### src/rtl/da_fir_seq.sv
// da_fir_seq: bit-serial distributed-arithmetic FIR sequencer (8 taps, external coefficient LUT)
module da_fir_seq #(
    parameter int DATA_W = 16,
    parameter int ACC_W  = 32
) (
    input  logic              clk,
    input  logic              rst,
    input  logic              clear,
    input  logic              in_valid,
    output logic              in_ready,
    input  logic [DATA_W-1:0] in_data,
    output logic [7:0]        lut_addr,
    input  logic [ACC_W-1:0]  lut_data,
    output logic              out_valid,
    input  logic              out_ready,
    output logic [ACC_W-1:0]  out_data
);
    localparam int JW = (DATA_W > 1) ? $clog2(DATA_W) : 1;
    localparam logic [JW-1:0] J_LAST = JW'(DATA_W - 1);

    typedef enum logic [1:0] {IDLE, COMP, DONE} state_t;

    state_t             state_q, state_d;
    logic [DATA_W-1:0]  x_q [8];
    logic [DATA_W-1:0]  x_d [8];
    logic [ACC_W-1:0]   acc_q, acc_d, res_q, res_d, sh;
    logic [JW-1:0]      j_q, j_d;
    logic               last;

    assign in_ready  = state_q == IDLE;
    assign out_valid = state_q == DONE;
    assign out_data  = res_q;
    assign last      = j_q == J_LAST;
    assign sh        = lut_data << j_q;

    // LUT address: bit j of every tap, only while computing
    always_comb begin
        lut_addr = '0;
        for (int k = 0; k < 8; k++)
            lut_addr[k] = (state_q == COMP) ? x_q[k][j_q] : 1'b0;
    end

    // next-state, delay line shift and shift/add accumulation
    always_comb begin
        state_d = state_q;
        x_d     = x_q;
        acc_d   = acc_q;
        res_d   = res_q;
        j_d     = j_q;
        case (state_q)
            IDLE: begin
                if (clear) begin
                    x_d = '{default: '0};
                end else if (in_valid) begin
                    for (int k = 1; k < 8; k++) x_d[k] = x_q[k-1];
                    x_d[0]  = in_data;
                    acc_d   = '0;
                    j_d     = '0;
                    state_d = COMP;
                end
            end
            COMP: begin
                acc_d = last ? acc_q - sh : acc_q + sh;
                j_d   = j_q + JW'(1);
                if (last) begin
                    res_d   = acc_d;
                    state_d = DONE;
                end
            end
            DONE: state_d = out_ready ? IDLE : DONE;
            default: state_d = IDLE;
        endcase
    end

    // state registers; reset aborts any computation and empties the delay line
    always_ff @(posedge clk or posedge rst) begin
        if (rst) begin
            state_q <= IDLE;
            x_q     <= '{default: '0};
            acc_q   <= '0;
            res_q   <= '0;
            j_q     <= '0;
        end else begin
            state_q <= state_d;
            x_q     <= x_d;
            acc_q   <= acc_d;
            res_q   <= res_d;
            j_q     <= j_d;
        end
    end
endmodule
### config.mk
export PLATFORM = sky130hd
export DESIGN_NAME = da_fir_seq
export DESIGN_NICKNAME = d
export VERILOG_FILES = /design/src/rtl/da_fir_seq.sv
export SDC_FILE = /design/constraint.sdc
export NUM_CORES = 1
export LEC_CHECK = 0
export CAP_MARGIN = 10
export CORE_ASPECT_RATIO = 0.8
export CORE_MARGIN = 4
export CORE_UTILIZATION = 50
export DETAILED_ROUTE_END_ITERATION = 8
export HOLD_SLACK_MARGIN = 0.05
export PLACE_DENSITY = 0.69
export REMOVE_ABC_BUFFERS = 1
export SLEW_MARGIN = 5
export SYNTH_ARGS = -nofsm -noshare
export SYNTH_HDL_FRONTEND = slang
export SYNTH_SLANG_ARGS = --single-unit
### constraint.sdc
create_clock -name clk -period 7.15 [get_ports clk]
set_clock_uncertainty 0.2 [all_clocks]
set_input_delay 1.0725 -clock clk [delete_from_list [all_inputs] [get_ports clk]]
set_output_delay 1.0725 -clock clk [all_outputs]
set_load 0.01 [all_outputs]
Word level (Yosys, flattened, before mapping)
Index checks and enable logic that the tools add are counted.
- word-level logic and storage cells: 68
- register bits after elaboration: 198
- muxes and demuxes: 38
- add/subtract/negate cells: 3
- reductions and logical operators: 7
- $lt $le $gt $ge: 1
- equal/unequal tests: 6
- shift operators: 1
- operators with widths (kind ; count):
    $mux W128 ; 2
    $mux W32 ; 3
    $pmux W32 S2 ; 1
    $add A32 B32 Y32 ; 1
    $bmux W1 S4 ; 8
    $shl A32 B4 Y32 ; 1
    $sub A32 B32 Y32 ; 1
    $mux W1 ; 16
    $mux W2 ; 4
    $mux W4 ; 2
    $pmux W4 S2 ; 1
    $ne A2 B2 Y1 const B ; 3
    $pmux W2 S3 ; 1
    $reduce_and A3 Y1 ; 2
    $lt A4 B5 Y1 const B ; 1
    $add A4 B1 Y4 const B ; 1
    $eq A4 B4 Y1 const B ; 1
    $reduce_and A2 Y1 ; 2
    $reduce_bool A2 Y1 ; 2
    $eq A2 B1 Y1 const B ; 1
    $eq A2 B2 Y1 const B ; 1
    $logic_not A2 Y1 ; 1

Depth between registers and ports, before layout
- depth after elaboration: 4
- gate-level depth with buffers: 24
- depth with buffers taken out: 21

Least setup slack after synthesis
OpenSTA, ideal clock, no wires.
- path type: in2reg
- from: in lut_data[4]
- to: reg acc_q[31]
- cell stages on the path: 17
- path slack: 1308 ps
- buffers on the path: 0
- required time: 6829 ps
- arrival: 5521 ps
- library setup time: 121 ps
- path through: mux4_2 a22oi_4 o2111ai_2 or4_4 or3_4 or3_4 nand2b_4 nand2_1 xnor2_1 ha_1 a21o_1 or3_1 a311oi_1 o31ai_1 a21oi_1 xnor3_1 a22o_1
- longest elaborated chain between the ends: 4
- elaborated cells on any way between the ends: 5
- classes of those cells: add/sub (2); shift (1); mux (2)
- ends and longest elaborated chain (what ; RTL line ; source):
    from (decl) ; 13 ; input logic [ACC_W-1:0] lut_data,
    $shl A32 B4 Y32 * ; 34 ; assign sh = lut_data << j_q;
    $add A32 B32 Y32 or $sub A32 B32 Y32 (tied branches) ; 63 ; acc_d = last ? acc_q - sh : acc_q + sh;
    $mux W32 * ; 63 ;
    $pmux W32 S2 * ; 50 ; case (state_q)
    to (signal assigned) ; 80 ; acc_q <= '0;
    to (signal assigned) ; 86 ; acc_q <= acc_d;
    to (decl) ; 26 ; logic [ACC_W-1:0] acc_q, acc_d, res_q, res_d, sh;
Mark *: on every way between the ends. The rest lies on a longest branch, timed or not.
A chain may end at the register's enable or synchronous reset.

Final worst setup path
- from: in lut_data[7]
- to: reg acc_q[31]
Same word-level chain as after synthesis.

==> results_dict.tcl <==
set metrics [dict create \
    core_sq_um 23700 \
    die_h_um 148 \
    setup_viol 0 \
    dieWidth_um 183 \
    drt_iter0_drc 987 \
    status "completed" \
    rsz0062_at_grt "false" \
    stdcell_area_sq_um 14000 \
    cts_inserted_buffers 17 \
    crit_path_end_kind "register" \
    crit_end "acc_q[31]" \
    timing.final.crit_period_ps 6380 \
    wl_per_cell_um 21.3 \
    postCtsHoldBufs 0 \
    yosysTopAreaCell "dfrtp_1" \
    cts_buffer_depth 2 \
    postPlaceCellArea_sq_um 13300 \
    p_leak_nw 6.12 \
    timing.final.max_slew_violations 0 \
    ys_top_cells_by_area "dfrtp_1, mux4_2, a22o_1" \
    synth_cell_types 64 \
    dieArea_sq_um 27000 \
    r2r_slack_ps 900 \
    yosys_warnings 0 \
    peakVddDrop_mv 0.288 \
    via_per_inst 6.40 \
    final_nets 1245 \
    clock-sinks 198 \
    holdPathStages 2 \
    dp_hpwl_um 21800 \
    io_buffers 94 \
    synth_top_area_frac 0.406 \
    cts_setup_buffers 0 \
    path_clk_slew_ps 80 \
    fmax_mhz 157 \
    finalCritPeriodShare 0.893 \
    synth_edf_count 0 \
    crit_arrival_ps 6520 \
    synth_most_common_cell "dfrtp_1" \
    syn_area_sq_um 12200 \
    routed_wirelength_um 31600 \
    syn2layout_area_growth_pct 14.4 \
    fin_ws_ps 766 \
    start_util 0.515 \
    drive_gt1_frac 0.146 \
    antenna_found_initial 0 \
    grt_pass1_wl_um 51700 \
    synth_ff_type "dfrtp_1" \
    grt_overflow 0 \
    place_congestion 0.922 \
    ys_async_sr_fraction 1.00 \
    placementRows 50 \
    root_buffer "clkbuf_16" \
    pre_cts_ws_ps 393 \
    vias 9485 \
    worst-slew-pin-transition_ps 1140 \
    htreeDepth 4 \
    n_antenna_cell 0 \
    cp_max_fo 6 \
    maxCapViolCount 0 \
    p_per_area_nw_per_um2 566 \
    cts_tree "yes" \
    num_io_pins 95 \
    drc 0 \
    critical_path.reg2reg.startpoint "j_q[0]" \
    drt.antenna.violating_nets 0 \
    ys_ff_latch 198 \
    grt_usage 0.237 \
    worstRegToRegCells 18 \
    hold_viol 0 \
    grt_max_degree 151 \
    dr.pass1.iters 7 \
    avgSynthCellArea_sq_um 11.0 \
    utilization 0.589 \
    rr_endpoint "acc_q[31]" \
    ys_seq_area_frac 0.406 \
    synth_common_cells "dfrtp_1, a22o_1, nand2_1" \
    crit_type "in2reg" \
    slew_headroom 0.240 \
    startpoint "lut_data[7]" \
    clock_latency_ps 450 \
    startpoint_type "input pin" \
    hold_path_class "reg2reg" \
    post_cts_resized 0 \
    synthCells 1109 \
    grt_pass1_vias 9135 \
    crit_required_ps 7280 \
]
report_power, final:
part	total (mW)	switching [mW]	internal (mW)	leakage [nW]
combinational	5.16	2.87	2.29	3.22
sequential	1.72	0.287	1.44	2.60
clock	1.01	0.523	0.488	0.298
worst min path at each step:
stage	start	endpoint	slack (ps)
after global placement	out_data[3]	out_data[3]	260
after CTS	out_data[11]	out_data[11]	280
final	out_data[8]	out_data[8]	280
after global routing	out_data[9]	out_data[9]	300
after floorplan	acc_q[0]	acc_q[0]	250
after detailed placement	out_data[8]	out_data[8]	260
metrics by stage:
step                TNS, ps  std cells  hold slack [ps]  power [mW]
floorplan           -186410       1029              250        5.53
global placement          0       1451              257        6.75
detailed placement        0       1451              263        6.82
CTS                       0       1483              282        7.86
global route              0       1483              304        8.53
finish                    0       1483              275        7.90
worst max-delay path, stage by stage:
cell and delay (ps):
clkdlybuf4s50_1 510, mux4_2 580, a22oi_4 260, o2111ai_2 150
or4_4 540, or3_4 380, or3_4 400, nand2b_4 160
nand2_1 100, xnor2_1 160, ha_1 330, a21o_1 220
or3_1 330, a311oi_1 330, o31ai_1 140, a21oi_1 230
xnor3_1 420, a22o_1 210
metal layers:
layer / wire [um] / vias up / track usage
li1: - / 4338 / -
met1: 15800 / 4719 / 0.390
met2: 12900 / 396 / 0.324
met3: 2620 / 32 / 0.0504
met4: 308 / 0 / 0.0424
met5: 0 / - / 0
placed cells by master, fill, tap and decap left out, drive strengths merged, types with 9 or more instances in the layout:
cell,count
xnor2,30
buf,16
mux2,17
a21oi,48
nor2,52
a211oi,14
mux4,73
o21ai,52
xor2,24
nor3,11
and2,15
nand3,12
nor2b,18
o31ai,9
a22o,153
nand2,114
dfrtp,198
mux2i,17
ha,33
nand2b,14
clkdlybuf4s50,94
inv,26
clkbuf,18
a21o,17
state kept, by name (all words and copies together), names as in the netlist:
register and flops:
x_q 128, acc_q 32, out_data 32, j_q 4, state_q 2
layout make-up:
class / instances / area, sq um
inverter: 19 / 78.8
clock buffer: 18 / 439
clock inverter: 14 / 178
timing repair buffer: 110 / 1060
sequential: 198 / 4960
fill: 1978 / 9750
tap: 312 / 390
multi-input combinational: 812 / 6850
cell families (layout without fill, tap and decap cells):
kind of cell	after synthesis	count (layout)	share of synthesized area
xor+xnor	55	55	0.0406
flops	198	198	0.406
simple gates	266	266	0.103
buf+inv	99	161	0.0349
mux	107	107	0.164
compound gates	350	350	0.216
fa+ha+maj	34	34	0.0355
Note: power is estimated with default switching activity, not from simulation.
